==> src/rtl/mem_req_arbiter.sv <==
// Two-client request arbiter in front of the PSRAM controller.
// VIC has fixed priority; results return over four-phase req/ack.
module mem_req_arbiter #(
    parameter int unsigned SYNC_STAGES    = 2,
    parameter int unsigned TIMEOUT_CYCLES = 1023,
    parameter logic [7:0]  ERR_DATA       = 8'hFF
) (
    input  logic        clkRAM,
    input  logic        reset,
    input  logic        cpu_req,
    input  logic        cpu_we,
    input  logic [5:0]  cpu_bank,
    input  logic [15:0] cpu_addr,
    input  logic [7:0]  cpu_wdata,
    output logic        cpu_ack,
    output logic [7:0]  cpu_rdata,
    output logic        cpu_err,
    input  logic        vic_req,
    input  logic        vic_we,
    input  logic [5:0]  vic_bank,
    input  logic [15:0] vic_addr,
    input  logic [7:0]  vic_wdata,
    output logic        vic_ack,
    output logic [7:0]  vic_rdata,
    output logic        vic_err,
    output logic        mem_ce,
    output logic        mem_write,
    output logic [5:0]  mem_bank,
    output logic [15:0] mem_addr,
    output logic [7:0]  mem_wdata,
    input  logic        mem_busy,
    input  logic        mem_data_ready,
    input  logic [7:0]  mem_rdata,
    output logic [2:0]  dbg_state
);

    typedef enum logic [2:0] {
        S_IDLE      = 3'd0,
        S_ISSUE     = 3'd1,
        S_WAIT_BUSY = 3'd2,
        S_WAIT_DONE = 3'd3,
        S_RESPOND   = 3'd4,
        S_RELEASE   = 3'd5
    } state_t;

    localparam logic [9:0] TO_LAST = 10'(TIMEOUT_CYCLES - 1);

    logic [SYNC_STAGES-1:0] cpu_sync_q;
    logic [SYNC_STAGES-1:0] vic_sync_q;
    logic                   cpu_req_s;
    logic                   vic_req_s;

    state_t      state_q,     state_d;
    logic        gnt_vic_q,   gnt_vic_d;
    logic [9:0]  cnt_q,       cnt_d;
    logic        to_q,        to_d;
    logic        rd_hit_q,    rd_hit_d;
    logic        mem_write_q, mem_write_d;
    logic [5:0]  mem_bank_q,  mem_bank_d;
    logic [15:0] mem_addr_q,  mem_addr_d;
    logic [7:0]  mem_wdata_q, mem_wdata_d;
    logic        cpu_ack_q,   cpu_ack_d;
    logic        cpu_err_q,   cpu_err_d;
    logic [7:0]  cpu_rdata_q, cpu_rdata_d;
    logic        vic_ack_q,   vic_ack_d;
    logic        vic_err_q,   vic_err_d;
    logic [7:0]  vic_rdata_q, vic_rdata_d;

    logic        mem_ce_c;
    logic        rd_load;
    logic [7:0]  rd_val;
    logic        timed_out;

    // Request level synchronisers; data fields are qualified by these
    always_ff @(posedge clkRAM or negedge reset) begin
        if (!reset) begin
            cpu_sync_q <= '0;
            vic_sync_q <= '0;
        end else begin
            cpu_sync_q <= {cpu_sync_q[SYNC_STAGES-2:0], cpu_req};
            vic_sync_q <= {vic_sync_q[SYNC_STAGES-2:0], vic_req};
        end
    end

    assign cpu_req_s = cpu_sync_q[SYNC_STAGES-1];
    assign vic_req_s = vic_sync_q[SYNC_STAGES-1];
    assign timed_out = (cnt_q >= TO_LAST);

    // State, access and response registers
    always_ff @(posedge clkRAM or negedge reset) begin
        if (!reset) begin
            state_q     <= S_IDLE;
            gnt_vic_q   <= 1'b0;
            cnt_q       <= '0;
            to_q        <= 1'b0;
            rd_hit_q    <= 1'b0;
            mem_write_q <= 1'b0;
            mem_bank_q  <= '0;
            mem_addr_q  <= '0;
            mem_wdata_q <= '0;
            cpu_ack_q   <= 1'b0;
            cpu_err_q   <= 1'b0;
            cpu_rdata_q <= '0;
            vic_ack_q   <= 1'b0;
            vic_err_q   <= 1'b0;
            vic_rdata_q <= '0;
        end else begin
            state_q     <= state_d;
            gnt_vic_q   <= gnt_vic_d;
            cnt_q       <= cnt_d;
            to_q        <= to_d;
            rd_hit_q    <= rd_hit_d;
            mem_write_q <= mem_write_d;
            mem_bank_q  <= mem_bank_d;
            mem_addr_q  <= mem_addr_d;
            mem_wdata_q <= mem_wdata_d;
            cpu_ack_q   <= cpu_ack_d;
            cpu_err_q   <= cpu_err_d;
            cpu_rdata_q <= cpu_rdata_d;
            vic_ack_q   <= vic_ack_d;
            vic_err_q   <= vic_err_d;
            vic_rdata_q <= vic_rdata_d;
        end
    end

    // Next-state, grant, timeout and response logic
    always_comb begin
        state_d     = state_q;
        gnt_vic_d   = gnt_vic_q;
        cnt_d       = cnt_q;
        to_d        = to_q;
        rd_hit_d    = rd_hit_q;
        mem_write_d = mem_write_q;
        mem_bank_d  = mem_bank_q;
        mem_addr_d  = mem_addr_q;
        mem_wdata_d = mem_wdata_q;
        cpu_ack_d   = cpu_ack_q;
        cpu_err_d   = cpu_err_q;
        cpu_rdata_d = cpu_rdata_q;
        vic_ack_d   = vic_ack_q;
        vic_err_d   = vic_err_q;
        vic_rdata_d = vic_rdata_q;
        mem_ce_c    = 1'b0;
        rd_load     = 1'b0;
        rd_val      = mem_rdata;

        case (state_q)
            S_IDLE: begin
                if (vic_req_s && !vic_ack_q) begin
                    gnt_vic_d   = 1'b1;
                    mem_write_d = vic_we;
                    mem_bank_d  = vic_bank;
                    mem_addr_d  = vic_addr;
                    mem_wdata_d = vic_wdata;
                    state_d     = S_ISSUE;
                end else if (cpu_req_s && !cpu_ack_q) begin
                    gnt_vic_d   = 1'b0;
                    mem_write_d = cpu_we;
                    mem_bank_d  = cpu_bank;
                    mem_addr_d  = cpu_addr;
                    mem_wdata_d = cpu_wdata;
                    state_d     = S_ISSUE;
                end
            end
            S_ISSUE: begin
                if (!mem_busy) begin
                    mem_ce_c = 1'b1;
                    cnt_d    = '0;
                    to_d     = 1'b0;
                    rd_hit_d = 1'b0;
                    state_d  = S_WAIT_BUSY;
                end
            end
            S_WAIT_BUSY: begin
                cnt_d = cnt_q + 10'd1;
                // A short read pulse here must not be lost
                if (mem_data_ready && !mem_write_q) begin
                    rd_load  = 1'b1;
                    rd_hit_d = 1'b1;
                end
                if (mem_busy || mem_data_ready) begin
                    state_d = S_WAIT_DONE;
                end else if (timed_out) begin
                    to_d    = 1'b1;
                    rd_load = !mem_write_q;
                    rd_val  = ERR_DATA;
                    state_d = S_RESPOND;
                end
            end
            S_WAIT_DONE: begin
                cnt_d = cnt_q + 10'd1;
                if (mem_write_q ? !mem_busy : rd_hit_q) begin
                    state_d = S_RESPOND;
                end else if (!mem_write_q && mem_data_ready) begin
                    rd_load = 1'b1;
                    state_d = S_RESPOND;
                end else if (timed_out) begin
                    to_d    = 1'b1;
                    rd_load = !mem_write_q;
                    rd_val  = ERR_DATA;
                    state_d = S_RESPOND;
                end
            end
            S_RESPOND: begin
                if (gnt_vic_q) begin
                    vic_ack_d = 1'b1;
                    vic_err_d = to_q;
                end else begin
                    cpu_ack_d = 1'b1;
                    cpu_err_d = to_q;
                end
                state_d = S_RELEASE;
            end
            S_RELEASE: begin
                if (gnt_vic_q && !vic_req_s) begin
                    vic_ack_d = 1'b0;
                    vic_err_d = 1'b0;
                    state_d   = S_IDLE;
                end else if (!gnt_vic_q && !cpu_req_s) begin
                    cpu_ack_d = 1'b0;
                    cpu_err_d = 1'b0;
                    state_d   = S_IDLE;
                end
            end
            default: state_d = S_IDLE;
        endcase

        if (rd_load) begin
            if (gnt_vic_q) vic_rdata_d = rd_val;
            else           cpu_rdata_d = rd_val;
        end
    end

    assign mem_ce    = mem_ce_c;
    assign mem_write = mem_write_q;
    assign mem_bank  = mem_bank_q;
    assign mem_addr  = mem_addr_q;
    assign mem_wdata = mem_wdata_q;
    assign cpu_ack   = cpu_ack_q;
    assign cpu_err   = cpu_err_q;
    assign cpu_rdata = cpu_rdata_q;
    assign vic_ack   = vic_ack_q;
    assign vic_err   = vic_err_q;
    assign vic_rdata = vic_rdata_q;
    assign dbg_state = state_q;

endmodule
==> config.mk <==
export PLATFORM = sky130hd
export DESIGN_NAME = mem_req_arbiter
export DESIGN_NICKNAME = d
export VERILOG_FILES = /design/src/rtl/mem_req_arbiter.sv
export SDC_FILE = /design/constraint.sdc
export NUM_CORES = 1
export LEC_CHECK = 0
export ABC_AREA = 1
export BUFFER_PORTS_ARGS = -buffer_cell sky130_fd_sc_hd__buf_2
export CORE_MARGIN = 2
export CORE_UTILIZATION = 50
export CTS_BUF_LIST = sky130_fd_sc_hd__clkbuf_8
export DETAILED_ROUTE_END_ITERATION = 10
export GPL_TIMING_DRIVEN = 0
export PLACE_DENSITY = 0.81
export SKIP_CTS_REPAIR_TIMING = 1
export SLEW_MARGIN = 20
export SYNTH_ARGS = -nofsm -noshare
export SYNTH_HDL_FRONTEND = slang
export SYNTH_SLANG_ARGS = --single-unit
==> constraint.sdc <==
create_clock -name clkRAM -period 3 [get_ports clkRAM]
set_input_delay 0.45 -clock clkRAM [delete_from_list [all_inputs] [get_ports clkRAM]]
set_output_delay 0.45 -clock clkRAM [all_outputs]
set_load 0.1 [all_outputs]
==> flow_summary_export.csv, run 1 <==
group,metric,value,unit
status,status,"finished clean",
timing,timing.final.ws_setup,799,ps
setup_path,path_class,"flop to output pin",
routing,drc_errors,0,
finish,fill_cells,591,
timing,slew_headroom,66.8,%
setup_path,worstSetupEndpointType,"output pin",
synth,postSynthCellCount,426,
clocking,cts_root_buf,"clkbuf_8",
synth,synth.top_cell.area_share,51.2,%
place,placed_area,4240,sq um
setup_path,crit_required,2550,ps
floorplan,die_w,87.3,um
setup_path,critPathTopFamily,"buffers and inverters",
synth,synthesis.area,3470,sq um
timing,finalHoldViolCount,0,
setup_path,r2r_slack,1170,ps
place,place_congestion,0.826,
synth,synthDistinctLibCells,27,
timing,setup_viol,0,
run,drv_cap,0,
floorplan,ios,131,
routing,final_antenna_net_count,0,
timing,finalCritPeriodShare,73.4,%
synth,syn_nets,504,
clocking,clock_latency,340,ps
floorplan,rows,30,
clocking,h-tree-depth,3,
min_path,min_path_type,"input pin to asynchronous set/reset pin",
finish,fin_nets,646,
place,portBuffers,130,
clocking,cts_buffer_depth,2,
routing,wl,8720,um
clocking,numCtsBuffers,9,
place,post-place-ws,1160,ps
place,dp_hpwl,6680,um
synth,postSynthAreaPerCell,8.14,sq um
synth,synth_top_area_cell,"dfrtp_1",
global_route,antenna_found_initial,0,
timing,finalMaxSlewViolations,0,
routing,routed_via_density,5.26,
finish,fin_area,4430,sq um
setup_path,crit_fanout,7,
finish,n_antenna_cell,0,
global_route,grt_pass1_wl,14600,um
setup_path,max_stage_delay,520,ps
floorplan,die_area,7620,sq um
finish,area_growth,27.8,%
setup_path,cp.buffers_inverters,4,
timing,worst_pin_slew,501,ps
setup_path,path_depth,6,
synth,synthTopCellsByArea,"dfrtp_1, nand2_1, nand3_1",
synth,synth-seq-area-share,51.2,%
clocking,cts.sinks,71,
floorplan,initial_utilization,51.4,%
setup_path,cpMostUsedCell,"inv_2",
routing,vias,3435,
synth,yosys_warnings,0,
timing,fmax,454,MHz
setup_path,slowest_stage,"dfrtp_1",
routing,drtIter0Drc,93,
global_route,grt_max_degree,44,
setup_path,cp-start-kind,"flop",
routing,dr.pass1.iters,4,
global_route,grt_pass1_vias,3241,
setup_path,arrival,1750,ps
global_route,grt.overflow.total,0,
clocking,clkSlewWorstSetupHoldPaths,70,ps
synth,synth_seq_cells,71,
global_route,grt_usage,24.1,%
floorplan,die_height,87.3,um
timing,rsz0062_at_grt,"false",
floorplan,core_area,6760,sq um
routing,post_drt_wl_per_cell,13.4,um
setup_path,crit_chain,"inv_2, nand3_2, inv_2, nand2_2, inv_1, buf_2",
clocking,cts_tree,"yes",
setup_path,r2r-start,"cnt_q[0]",
timing,period_minus_slack,2200,ps
setup_path,startpoint,"dbg_state[2]",
timing,fin_skew,7.05,ps
finish,drive_gt1_share,32.1,%
setup_path,reg2regPathDepth,10,
timing,setup_tns,0,ps
-- worst register-to-register path: stages (launching register included) --
cell      delay, ps
dfrtp_1         400
inv_1            90
ha_1            200
nor2_1          120
nor2_1           50
nand3_1         210
inv_1           110
nand2_1         250
nand3b_1        160
nand2_1         100
nand2_1          50
-- cells in the mapped netlist --
| cell type | number |
|---|---|
| nor2_4 | 4 |
| a21oi_1 | 7 |
| nor3_1 | 1 |
| inv_1 | 18 |
| buf_2 | 5 |
| nand2_1 | 124 |
| o211ai_1 | 1 |
| dfrtp_1 | 71 |
| a21boi_1 | 1 |
| nand4_2 | 2 |
| nand3_2 | 1 |
| nand3_4 | 1 |
| clkinv_2 | 1 |
| nand3_1 | 42 |
| clkbuf_1 | 9 |
| a31oi_1 | 31 |
| nor2_1 | 47 |
| nand2_2 | 7 |
| o21ai_1 | 4 |
| ha_1 | 2 |
| nor2_2 | 6 |
| nand4_1 | 2 |
| buf_4 | 3 |
| nand2_4 | 1 |
| nand3b_1 | 10 |
| o21ai_0 | 17 |
| inv_2 | 8 |
-- area by class of cell --
cell class | instances | area (sq um) | area share [%]
flip-flops and latches | 71 | 1780 | 40.1
multi-input cells | 311 | 1510 | 34.0
repair buffers | 131 | 673 | 15.2
clock buffers | 10 | 138 | 3.10
inverters | 27 | 103 | 2.31
well taps | 80 | 100 | 2.26
plain buffers | 17 | 81.3 | 1.83
clock inverters | 6 | 52.6 | 1.19
-- sequential cells by signal, indices dropped and copies added (netlist names) --
register	count
cpu_sync_q	2
cpu_ack	1
cpu_rdata	8
vic_err	1
mem_addr	16
mem_wdata	8
rd_hit_q	1
vic_rdata	8
vic_sync_q	2
cpu_err	1
mem_write	1
mem_bank	6
to_q	1
vic_ack	1
dbg_state	3
cnt_q	10
gnt_vic_q	1
-- through the flow --
step / std cells / hold WS (ps) / util, %
2_1_floorplan: 426 / 154 / -
3_3_place_gp: 636 / 332 / 62.5
3_5_place_dp: 637 / 338 / 62.8
4_1_cts: 653 / 26.7 / 65.6
5_1_grt: 653 / 35.8 / 65.6
6_report: 653 / 24.0 / 65.6
-- cell usage in the layout (no fill, tap or decap), types with 2 or more instances in the layout --
cell / n
nand3b_1: 10
nor2_2: 6
a21oi_1: 7
dfrtp_1: 71
nor2_1: 47
nand2_1: 124
o21ai_0: 17
a31oi_1: 31
nand4_2: 2
buf_2: 134
nand3_1: 42
clkbuf_8: 10
o21ai_1: 4
nand2_2: 7
ha_1: 2
clkinv_2: 4
nand4_1: 2
buf_4: 4
nor2_4: 4
inv_1: 20
clkbuf_1: 9
inv_2: 8
-- routing by layer --
layer,vias to the layer above,part of all wire [%],GRT usage [%],routed length (um)
li1,1688,-,-,-
met1,1598,43,30.9,3780
met2,131,48,38.8,4170
met3,18,6.7,6.16,587
met4,0,2.0,10.1,177
met5,-,0,0,0
-- logic make-up after synthesis --
family	after synthesis	share of synthesized area [%]
and+or+nand+nor	248	32.7
DFF	71	51.2
adders and majority gates	2	0.721
buffers and inverters	44	5.30
AOI/OAI and AO/OA	61	10.1
-- final timing paths --
kind	end
worst min-delay path	cnt_q[6]
max in group asynchronous	mem_addr[6]
min in group clkRAM	vic_sync_q[0]
worst min register to register	cpu_sync_q[1]
worst max register to register	vic_rdata[3]
worst max-delay path	mem_ce
Power of run 1 is not shown: default switching activity piles up to over one toggle a cycle in this logic, so the estimate is an artifact.
==> run 2: changes to the inputs <==
--- a/config.mk
+++ b/config.mk
@@ -8,11 +8,11 @@
 export ABC_AREA = 1
 export BUFFER_PORTS_ARGS = -buffer_cell sky130_fd_sc_hd__buf_2
 export CORE_MARGIN = 2
-export CORE_UTILIZATION = 50
+export CORE_UTILIZATION = 46
 export CTS_BUF_LIST = sky130_fd_sc_hd__clkbuf_8
 export DETAILED_ROUTE_END_ITERATION = 10
 export GPL_TIMING_DRIVEN = 0
-export PLACE_DENSITY = 0.81
+export PLACE_DENSITY = 0.79
 export SKIP_CTS_REPAIR_TIMING = 1
 export SLEW_MARGIN = 20
 export SYNTH_ARGS = -nofsm -noshare
==> constraint.sdc (replaced) <==
create_clock -name clkRAM -period 1.89 [get_ports clkRAM]
set_input_delay 0.2835 -clock clkRAM [delete_from_list [all_inputs] [get_ports clkRAM]]
set_output_delay 0.2835 -clock clkRAM [all_outputs]
set_load 0.1 [all_outputs]
==> flow_summary_export.csv, run 2 (synthesis results as in run 1) <==
group,metric,value,unit
timing,finalHoldViolCount,0,
setup_path,cp-start-kind,"flop",
finish,instances_no_fill,673,
floorplan,rows,31,
global_route,grt_pass1_wl,15300,um
clocking,cts.sinks,71,
setup_path,path_class,"flop to output pin",
place,dp_hpwl,6740,um
place,placedCellCount,656,
finish,n_antenna_cell,0,
timing,slew_headroom,66.7,%
routing,vias,3413,
routing,dr.pass1.iters,5,
status,status,"finished clean",
floorplan,die_height,90.8,um
finish,fill_cells,689,
finish,fin_nets,647,
timing,fin_skew,7.10,ps
timing,worst_pin_slew,503,ps
finish,regArea,1780,sq um
routing,post_drt_wl_per_cell,13.2,um
setup_path,worstSetupEndpointType,"output pin",
global_route,grt.overflow.total,0,
timing,timing.final.ws_setup,88.1,ps
clocking,clock_latency,340,ps
timing,finalCritPeriodShare,95.3,%
timing,whs,57.4,ps
global_route,grt_usage,22.7,%
floorplan,die_w,90.8,um
clocking,cts_buffer_depth,2,
timing,rsz0062_at_grt,"false",
finish,final_common_cell,"buf_2",
timing,fmax,555,MHz
finish,largest_reg_flops,16,
timing,finalMaxSlewViolations,0,
clocking,cts_root_buf,"clkbuf_8",
setup_path,crit_fanout,7,
finish,drive_gt1_share,33.3,%
global_route,grt_max_degree,44,
routing,drc_errors,0,
floorplan,initial_utilization,47.6,%
clocking,h-tree-depth,3,
global_route,grt_pass1_vias,3339,
finish,area_growth,29.4,%
floorplan,die_area,8250,sq um
floorplan,ios,131,
routing,drtIter0Drc,131,
clocking,clkSlewWorstSetupHoldPaths,70,ps
clocking,cts_tree,"yes",
routing,wl,8880,um
timing,period_minus_slack,1800,ps
setup_path,crit_required,1610,ps
global_route,antenna_found_initial,0,
place,post-place-ws,96.3,ps
place,portBuffers,130,
setup_path,arrival,1520,ps
floorplan,core_area,7290,sq um
routing,routed_via_density,5.07,
routing,final_antenna_net_count,0,
min_path,min_path_type,"input pin to flop",
timing,setup_viol,0,
run,drv_cap,0,
finish,multiInputGateArea,1520,sq um
clocking,numCtsBuffers,9,
finish,most-common-layout-cells,"buf_2, nand2_1, dfrtp_1, nor2_1, nand3_1",
place,place_congestion,0.874,
-- run 2: cell types whose count changed in the layout (fill, tap and decap cells not counted), sizes merged --
cell and delta:
clkinvlp +1, inv -1, dlygate4sd3 +1
-- run 2: layout make-up --
type,count,area share [%]
buffer,17,1.81
clock buffer,10,3.07
clock inverter,6,1.17
inverter,27,2.37
multi-input combinational,311,33.8
sequential,71,39.7
tap,99,2.76
timing repair buffer,132,15.4
-- run 2: worst paths after layout --
path / startpoint / to / slack [ps] / cells past startpoint
max in group asynchronous: reset / dbg_state[2] / 910 / 3
max: dbg_state[2] / mem_ce / 90 / 6
max reg2reg: cnt_q[0] / cpu_rdata[4] / 260 / 9
min: cpu_req / cpu_sync_q[0] / 60 / 1
min in group asynchronous: reset / cnt_q[6] / 410 / 2
min reg2reg: vic_sync_q[0] / vic_sync_q[1] / 360 / 0
-- run 2: metal layers --
layer	GRT usage (%)	share of wire, %
met5	0	0
met3	5.09	7.9
met4	8.46	1.0
met1	30.0	43
met2	36.8	48
-- run 2: critical path, stage by stage, from the launching register on --
cell        delay (ps)
dfrtp_2            490
inv_2              150
nand3_2            110
inv_2               70
nand2_2             80
clkinvlp_4          80
buf_6              210
-- run 2: metrics by stage --
step	instance area, sq um	utilization, %	TNS [ps]
global route	4490	61.6	0
global placement	4250	58.3	0
finish	4490	61.6	0
CTS	4470	61.2	-124
floorplan	3480	-	0
detailed placement	4280	58.6	0
Power of run 2 is left out for the same reason.
